<file path="src/rtl/nios_oci_dct_pkg.sv">
// Shared types and constants for the OCI debug-compressed-trace write side.
// Latency: n/a (declarations only).
// Backpressure: n/a.
package nios_oci_dct_pkg;

  localparam int SYM_W     = 2;
  localparam int BUF_SYMS  = 15;
  localparam int DCT_BUF_W = SYM_W * BUF_SYMS;
  localparam int DCT_CNT_W = 4;
  localparam int TW_W      = 36;

  localparam logic [1:0]           WORD_TAG = 2'b10;
  localparam logic [DCT_CNT_W-1:0] CNT_FULL = DCT_CNT_W'(BUF_SYMS);

  // Trace word as written to onchip trace memory, MSB first.
  typedef struct packed {
    logic [1:0]           tag;
    logic [DCT_CNT_W-1:0] count;
    logic [DCT_BUF_W-1:0] buffer;
  } tw_word_t;

endpackage

</file>
<file path="src/rtl/nios_oci_dct_outreg.sv">
// Single-entry valid/ready output register for packed trace words.
// Latency: word is valid the cycle after load.
// Backpressure: holds word stable while tw_ready is low; free = empty or draining.
module nios_oci_dct_outreg
  import nios_oci_dct_pkg::*;
(
  input  logic            clk,
  input  logic            reset,
  input  logic            load,
  input  tw_word_t        load_word,
  output logic            free,
  output logic            tw_valid,
  output logic [TW_W-1:0] tw_data,
  input  logic            tw_ready
);

  tw_word_t word_q;

  // A load may land in the same cycle the previous word drains.
  always_ff @(posedge clk or posedge reset) begin
    if (reset) begin
      tw_valid <= 1'b0;
      word_q   <= '0;
    end else if (load) begin
      tw_valid <= 1'b1;
      word_q   <= load_word;
    end else if (tw_ready) begin
      tw_valid <= 1'b0;
    end
  end

  assign free    = !tw_valid || tw_ready;
  assign tw_data = word_q;

endmodule

</file>
<file path="src/rtl/nios_oci_dct_packer.sv">
// Packs 2-bit trace symbols into a 30-bit DCT buffer and emits 36-bit trace words.
// Latency: word valid one cycle after handoff (full buffer or flush); one symbol/cycle sustained.
// Backpressure: sym_ready drops only when buffer full and output blocked; with
// NIOS_OCI_DCT_DROP_EN defined the source is never stalled and such symbols are counted as dropped.
module nios_oci_dct_packer
  import nios_oci_dct_pkg::*;
(
  input  logic                 clk,
  input  logic                 reset,
  input  logic                 sym_valid,
  input  logic [SYM_W-1:0]     sym_data,
  output logic                 sym_ready,
  input  logic                 flush,
  output logic                 tw_valid,
  output logic [TW_W-1:0]      tw_data,
  input  logic                 tw_ready,
  output logic [DCT_BUF_W-1:0] dct_buffer,
  output logic [DCT_CNT_W-1:0] dct_count,
  output logic [15:0]          drop_count
);

  logic [DCT_BUF_W-1:0] buf_q, buf_nxt, buf_base;
  logic [DCT_CNT_W-1:0] cnt_q, cnt_nxt, cnt_base;
  logic                 flush_pend_q, flush_pend_nxt;
  logic                 out_free, full, flush_req, handoff, can_take, accept;
  tw_word_t             load_word;

  assign full      = (cnt_q == CNT_FULL);
  // A pending flush is kept alive until the output register can take the word.
  assign flush_req = (flush || flush_pend_q) && (cnt_q != '0);
  assign handoff   = out_free && (full || flush_req);
  assign can_take  = !full || out_free;
  assign accept    = sym_valid && can_take;

`ifdef NIOS_OCI_DCT_DROP_EN
  logic [15:0] drop_q;
  logic        drop;

  assign sym_ready = 1'b1;
  assign drop      = sym_valid && !can_take;

  // Saturating count of symbols lost while full and blocked.
  always_ff @(posedge clk or posedge reset) begin
    if (reset) begin
      drop_q <= '0;
    end else if (drop && (drop_q != 16'hFFFF)) begin
      drop_q <= drop_q + 16'd1;
    end
  end

  assign drop_count = drop_q;
`else
  assign sym_ready  = can_take;
  assign drop_count = '0;
`endif

  // Next buffer: clear on handoff, then drop an accepted symbol into the next free slot.
  always_comb begin
    buf_base = handoff ? '0 : buf_q;
    cnt_base = handoff ? '0 : cnt_q;
    buf_nxt  = buf_base;
    if (accept) begin
      buf_nxt[SYM_W*int'(cnt_base) +: SYM_W] = sym_data;
    end
    cnt_nxt = cnt_base + DCT_CNT_W'(accept);

    flush_pend_nxt = flush_pend_q;
    if (handoff) begin
      flush_pend_nxt = 1'b0;
    end else if (flush && (cnt_q != '0)) begin
      flush_pend_nxt = 1'b1;
    end
  end

  // Packing state registers.
  always_ff @(posedge clk or posedge reset) begin
    if (reset) begin
      buf_q        <= '0;
      cnt_q        <= '0;
      flush_pend_q <= 1'b0;
    end else begin
      buf_q        <= buf_nxt;
      cnt_q        <= cnt_nxt;
      flush_pend_q <= flush_pend_nxt;
    end
  end

  // Word captured from the buffer as it stands at handoff.
  always_comb begin
    load_word        = '0;
    load_word.tag    = WORD_TAG;
    load_word.count  = cnt_q;
    load_word.buffer = buf_q;
  end

  nios_oci_dct_outreg u_outreg (
    .clk       (clk),
    .reset     (reset),
    .load      (handoff),
    .load_word (load_word),
    .free      (out_free),
    .tw_valid  (tw_valid),
    .tw_data   (tw_data),
    .tw_ready  (tw_ready)
  );

  assign dct_buffer = buf_q;
  assign dct_count  = cnt_q;

endmodule

</file>
<file path="config.mk">
export PLATFORM = sky130hd
export DESIGN_NAME = nios_oci_dct_packer
export DESIGN_NICKNAME = d
export VERILOG_FILES = /design/src/rtl/nios_oci_dct_pkg.sv /design/src/rtl/nios_oci_dct_outreg.sv /design/src/rtl/nios_oci_dct_packer.sv
export SDC_FILE = /design/constraint.sdc
export NUM_CORES = 1
export LEC_CHECK = 0
export ABC_AREA = 0
export CORE_MARGIN = 4
export CORE_UTILIZATION = 30
export CTS_CLUSTER_SIZE = 20
export DETAILED_ROUTE_END_ITERATION = 10
export HOLD_SLACK_MARGIN = 0.15
export PLACE_DENSITY = 0.65
export SETUP_SLACK_MARGIN = 0.02
export SLEW_MARGIN = 15
export SYNTH_ARGS = -nofsm -noshare
export SYNTH_HDL_FRONTEND = slang
export SYNTH_SLANG_ARGS = --single-unit
export TNS_END_PERCENT = 10
</file>
<file path="constraint.sdc">
create_clock -name clk -period 2.8 [get_ports clk]
set_input_delay 0.56 -clock clk [delete_from_list [all_inputs] [get_ports clk]]
set_output_delay 0.56 -clock clk [all_outputs]
set_load 0.02 [all_outputs]
</file>
# Word-level counts from Yosys, hierarchy flattened
# Cells that the tools add are included.
# Widths: inputs -> output; s select.
[word_totals] ff_bits=71 input_bits=7 word_cells=33
[op_classes] n_addsub=2 n_eq_ne=1 n_shift=2 mux=8 n_reduce_logical=13
[ops] operator="$mux 30" n=2
[ops] operator="$neg 5->33" n=1
[ops] operator="$shift 2x33->30 const A" n=1
[ops] operator="$shiftx 2x33->30" n=1
[ops] operator="$bwmux 30" n=1
[ops] operator="$add 4x1->4" n=1
[ops] operator="$eq 4x4->1 const B" n=1
[ops] operator="$logic_and 1x1->1" n=4
[ops] operator="$logic_or 1x1->1" n=4
[ops] operator="$mux 1" n=4
[ops] operator="$mux 4" n=1
[ops] operator="$reduce_bool 2->1" n=2
[ops] operator="$reduce_bool 4->1" n=1
[ops] operator="$logic_not 1->1" n=2

# Logic depth before layout (Yosys ltp)
[logic_depth] depth_word=9 depth_mapped=12 depth_no_buf=10

# Hierarchy
# Synthesis repeated with hierarchy kept, for this count alone.
[unflattened] cells_unflattened=276 area_unflattened_um2=3513.4
[modules_own_cells] mod="nios_oci_dct_packer" n_inst=1 cells_each=196 area_per_inst_um2=1985.7
[modules_own_cells] mod="nios_oci_dct_outreg" n_inst=1 cells_each=80 area_per_inst_um2=1527.7

# Worst setup path before layout
# No wires, ideal clock.
[synth_path] kind="register -> register" start="register cnt_q[1], in the netlist dct_count[1]" end="register buf_q[18], in the netlist dct_buffer[18]" setup_ps=125 arrival_ps=2662 path_slack_ps=14 stages_incl_launch_ff=12 synth_period_minus_slack_ps=2786 path_cell_list="dfrtp_1 -> buf_4 -> nor3_2 -> nor2_1 -> o211ai_4 -> buf_4 -> nand2_1 -> ha_1 -> nand2_1 -> or2_2 -> or3_4 -> mux2i_1"
[synth_between] elab_chain_cells=9
[synth_rtl] item="from (decl)" line="nios_oci_dct_packer.sv:23" source="logic [DCT_CNT_W-1:0] cnt_q, cnt_nxt, cnt_base;"
[synth_rtl] item="from (signal assigned)" line="nios_oci_dct_packer.sv:83" source="cnt_q <= cnt_nxt;"
[synth_rtl] item="$reduce_bool 4->1" line="nios_oci_dct_packer.sv:30" source="assign flush_req = (flush || flush_pend_q) && (cnt_q != '0);"
[synth_rtl] item="$logic_and 1x1->1" line="nios_oci_dct_packer.sv:30"
[synth_rtl] item="$logic_or 1x1->1" line="nios_oci_dct_packer.sv:31" source="assign handoff = out_free && (full || flush_req);"
[synth_rtl] item="$logic_and 1x1->1" line="nios_oci_dct_packer.sv:31"
[synth_rtl] item="$mux 4" line="nios_oci_dct_packer.sv:60" source="cnt_base = handoff ? '0 : cnt_q;"
[synth_rtl] item="$neg 5->33" line="nios_oci_dct_packer.sv:63" source="buf_nxt[SYM_W*int'(cnt_base) +: SYM_W] = sym_data;"
[synth_rtl] item="$shiftx 2x33->30 or $shift 2x33->30 (tied branches)" line="nios_oci_dct_packer.sv:63"
[synth_rtl] item="$bwmux 30" line="nios_oci_dct_packer.sv:63"
[synth_rtl] item="$mux 30 *" line="nios_oci_dct_packer.sv:62" source="if (accept) begin"
[synth_rtl] item="via buf_nxt[18]" line="nios_oci_dct_packer.sv:22" source="logic [DCT_BUF_W-1:0] buf_q, buf_nxt, buf_base;"
[synth_rtl] item="to (signal assigned)" line="nios_oci_dct_packer.sv:82" source="buf_q <= buf_nxt;"
[synth_rtl] item="to (decl)" line="nios_oci_dct_packer.sv:22"
# Mark *: on every way through the listed nets, which the timed path passes. The rest lies on a longest branch.
# A chain may end at the register's enable or synchronous reset.

# Final worst setup path
[layout_path] start="input tw_ready" end="output sym_ready"
[layout_between] elab_chain_cells=2
[layout_rtl] item="from (decl)" line="nios_oci_dct_packer.sv:16" source="input logic tw_ready,"
[layout_rtl] item="$logic_or 1x1->1" line="nios_oci_dct_outreg.sv:32" source="assign free = !tw_valid || tw_ready;"
[layout_rtl] item="$logic_or 1x1->1" line="nios_oci_dct_packer.sv:32" source="assign can_take = !full || out_free;"
[layout_rtl] item="to (decl)" line="nios_oci_dct_packer.sv:12" source="output logic sym_ready,"
# No other way between the ends.

==> results.sh <==
export IMPL_dp_slack_ns=-0.2378
export IMPL_drc_errors=0
export IMPL_end_kind="output port"
export IMPL_tightest_slew_ns=0.7213
export IMPL_grt_max_degree=40
export IMPL_cts_num_sinks=71
export IMPL_regArea_um2=1777
export IMPL_synthCells=291
export IMPL_cts_buffers=9
export IMPL_grt_pass1_wl_um=13360
export IMPL_skew_ns=0.007199
export IMPL_cts_buffer_depth=2
export IMPL_dp_cells=520
export IMPL_numPortBuffers=77
export IMPL_peakVddDrop_mv=0.4391
export IMPL_dr_pass1_iters=4
export IMPL_drv_slew=0
export IMPL_hold_path_class="reg -> reg"
export IMPL_worstPathArrival_ns=2.15
export IMPL_clock_latency_ns=0.33
export IMPL_finalSetupViolCount=0
export IMPL_ios=95
export IMPL_ant_nets=0
export IMPL_coreArea_um2=11420
export IMPL_stdcell_count=535
export IMPL_final_layout_size_suffix_gt1_share_pct=19.64
export IMPL_status="completed"
export IMPL_period_needed_ns=2.705
export IMPL_hold_violations=0
export IMPL_die_area_um2=13490
export IMPL_num_rows=39
export IMPL_grt_overflow_total=0
export IMPL_finalWorstSetupSlack_ns=0.09456
export IMPL_wire_per_inst_um=15.39
export IMPL_area_delta_synth_final_pct=36.91
export IMPL_multi_input_area_um2=1570
export IMPL_dr_first_iter_drc_count=75
export IMPL_synth_yosys_warnings=0
export IMPL_synth_ff_type="dfrtp_1"
export IMPL_ctsHtreeMaxLevel=3
export IMPL_drt_wl_total_um=8232
export IMPL_rsz0062_at_grt="yes"
export IMPL_required_ns=2.24
export IMPL_via_per_inst=4.619
export IMPL_n_antenna_cell=0
export IMPL_die_x_um=116.1
export IMPL_fmax_ghz=0.3696
export IMPL_start_kind="input pin"
export IMPL_final_nets=398
export IMPL_path_class="in -> out"
export IMPL_path_max_fanout=6
export IMPL_finalPower_mw=5.085
export IMPL_dp_hpwl_um=6098
export IMPL_grt_usage_pct=12.90
export IMPL_n_fill_cell=1089
export IMPL_antenna_found_initial=0
export IMPL_async_flop_share_pct=100.0
export IMPL_routed_via_count=2471
export IMPL_timing_final_crit_share_pct=96.62
export IMPL_hold_buffers=0
export IMPL_finalSetupTns_ns=0
export IMPL_p_per_area_nw_per_um2=1059
export IMPL_gp_congestion=0.8493
export IMPL_syn_area_per_cell_um2=12.06
export IMPL_maxCapViolations=0
export IMPL_synth_edff_count=0
export IMPL_first_global_vias=2549
export IMPL_leakagePower_nw=2.172
export IMPL_synth_area_um2=3508
export IMPL_die_h_um=116.1
export IMPL_relSlewSlack_pct=51.92
export IMPL_start_util_pct=30.73
export IMPL_synth_yosys_seq_area_share_pct=50.64
export IMPL_cts_tree="yes"
export IMPL_ys_ff_latch=71
export IMPL_hold_ws_ns=0.4779
export IMPL_cts_reportedPaths_clkPinSlew_ns=0.05
export IMPL_synth_distinct_cells=50
export IMPL_clockRootBuffer="clkbuf_16"
sequential cells by signal, summed over array words and instances (netlist names):
| signal | cells |
|---|---|
| u_outreg.tw_data | 35 |
| flush_pend_q | 1 |
| dct_buffer | 30 |
| u_outreg.tw_valid | 1 |
| dct_count | 4 |
power by group:
part | internal [mW] | switching (mW)
clock | 0.682 | 0.433
sequential | 1.27 | 0.177
combinational | 1.10 | 1.42
total | 3.05 | 2.03
kinds of logic after synthesis:
logic type,Yosys count,share of synthesized area [%]
AO/OA/AOI/OAI,20,5.920
buffers and inverters,38,7.169
other,1,0.1069
XOR/XNOR,3,0.7491
flip-flops,71,50.64
AND/OR/NAND/NOR,97,16.66
adder cells (fa/ha/maj),3,1.070
multiplexers,58,17.69
cell usage in the layout (no fill, tap or decap), types with 3 or more instances in the layout:
master / synthesis / routed
nor3_2: 5 / 5
mux2i_1: 26 / 26
clkinv_2: 0 / 4
mux2_1: 29 / 29
nor2_1: 10 / 9
nand2b_1: 4 / 4
inv_1: 7 / 6
nand2_2: 3 / 4
xnor2_1: 3 / 3
and3_1: 3 / 3
o21ai_0: 4 / 4
nand3_1: 12 / 12
clkdlybuf4s50_1: 0 / 77
dfrtp_1: 71 / 71
nand4_1: 3 / 3
o21ai_1: 4 / 4
conb_1: 1 / 17
nand2_1: 40 / 39
mux2_2: 3 / 3
clkbuf_16: 0 / 9
buf_4: 19 / 23
per-stage QoR:
| step | util, % | cell area [µm²] |
|---|---|---|
| 3_3_place_gp | 39.29 | 4487 |
| 4_1_cts | 41.80 | 4773 |
| 5_1_grt | 42.07 | 4803 |
| 2_1_floorplan | - | 3575 |
| 3_5_place_dp | 39.29 | 4487 |
| 6_report | 42.07 | 4803 |
cells in the mapped netlist (all sizes together) (5+ instances only):
library cell	instances	area (µm²)
mux2i	26	260.3
mux2	32	360.3
nand2	43	168.9
dfrtp	71	1777
buf	29	217.7
nor3	5	50.05
o21ai	9	48.80
nand3	12	60.06
inv	7	26.28
nor2	12	55.06
nand2b	5	38.78
final cells by class:
cell class,instances,area share [%]
multi-input cells,198,32.69
inverters,7,0.5731
repair buffers,101,20.06
clock buffers,9,4.689
well taps,143,3.725
clock inverters,6,1.276
flip-flops and latches,71,36.99
worst max-delay path: stages:
cell             delay (ns)
clkdlybuf4s50_1        0.42
nand2b_4               0.16
buf_4                  0.17
or2_1                  0.28
clkdlybuf4s50_1        0.55
worst paths after layout:
path | startpoint | end | slack, ns | depth (start not counted)
max | tw_ready | sym_ready | 0.09 | 5
min | u_outreg.tw_data[32] | u_outreg.tw_data[32] | 0.48 | 2
max reg2reg | dct_count[2] | dct_buffer[18] | 0.23 | 9
min reg2reg | u_outreg.tw_data[32] | u_outreg.tw_data[32] | 0.48 | 2
max in group asynchronous | reset | u_outreg.tw_data[20] | 1.55 | 3
min in group asynchronous | reset | dct_buffer[27] | 0.64 | 2
what timing repair did:
item	in CTS	in global routing
resized for setup	0	6
buffers inserted	0	0
endpoints found under the setup margin	0	24
metal layers:
| metal | vias up | part of all wire, % | GRT usage (%) |
|---|---|---|---|
| met5 | - | 0 | 0 |
| met4 | 0 | 0.90 | 2.862 |
| met3 | 9 | 5.2 | 4.611 |
| met2 | 71 | 47 | 20.71 |
| met1 | 1229 | 46 | 16.86 |
| li1 | 1162 | - | - |
No activity file was read; power rests on OpenSTA's default activity.
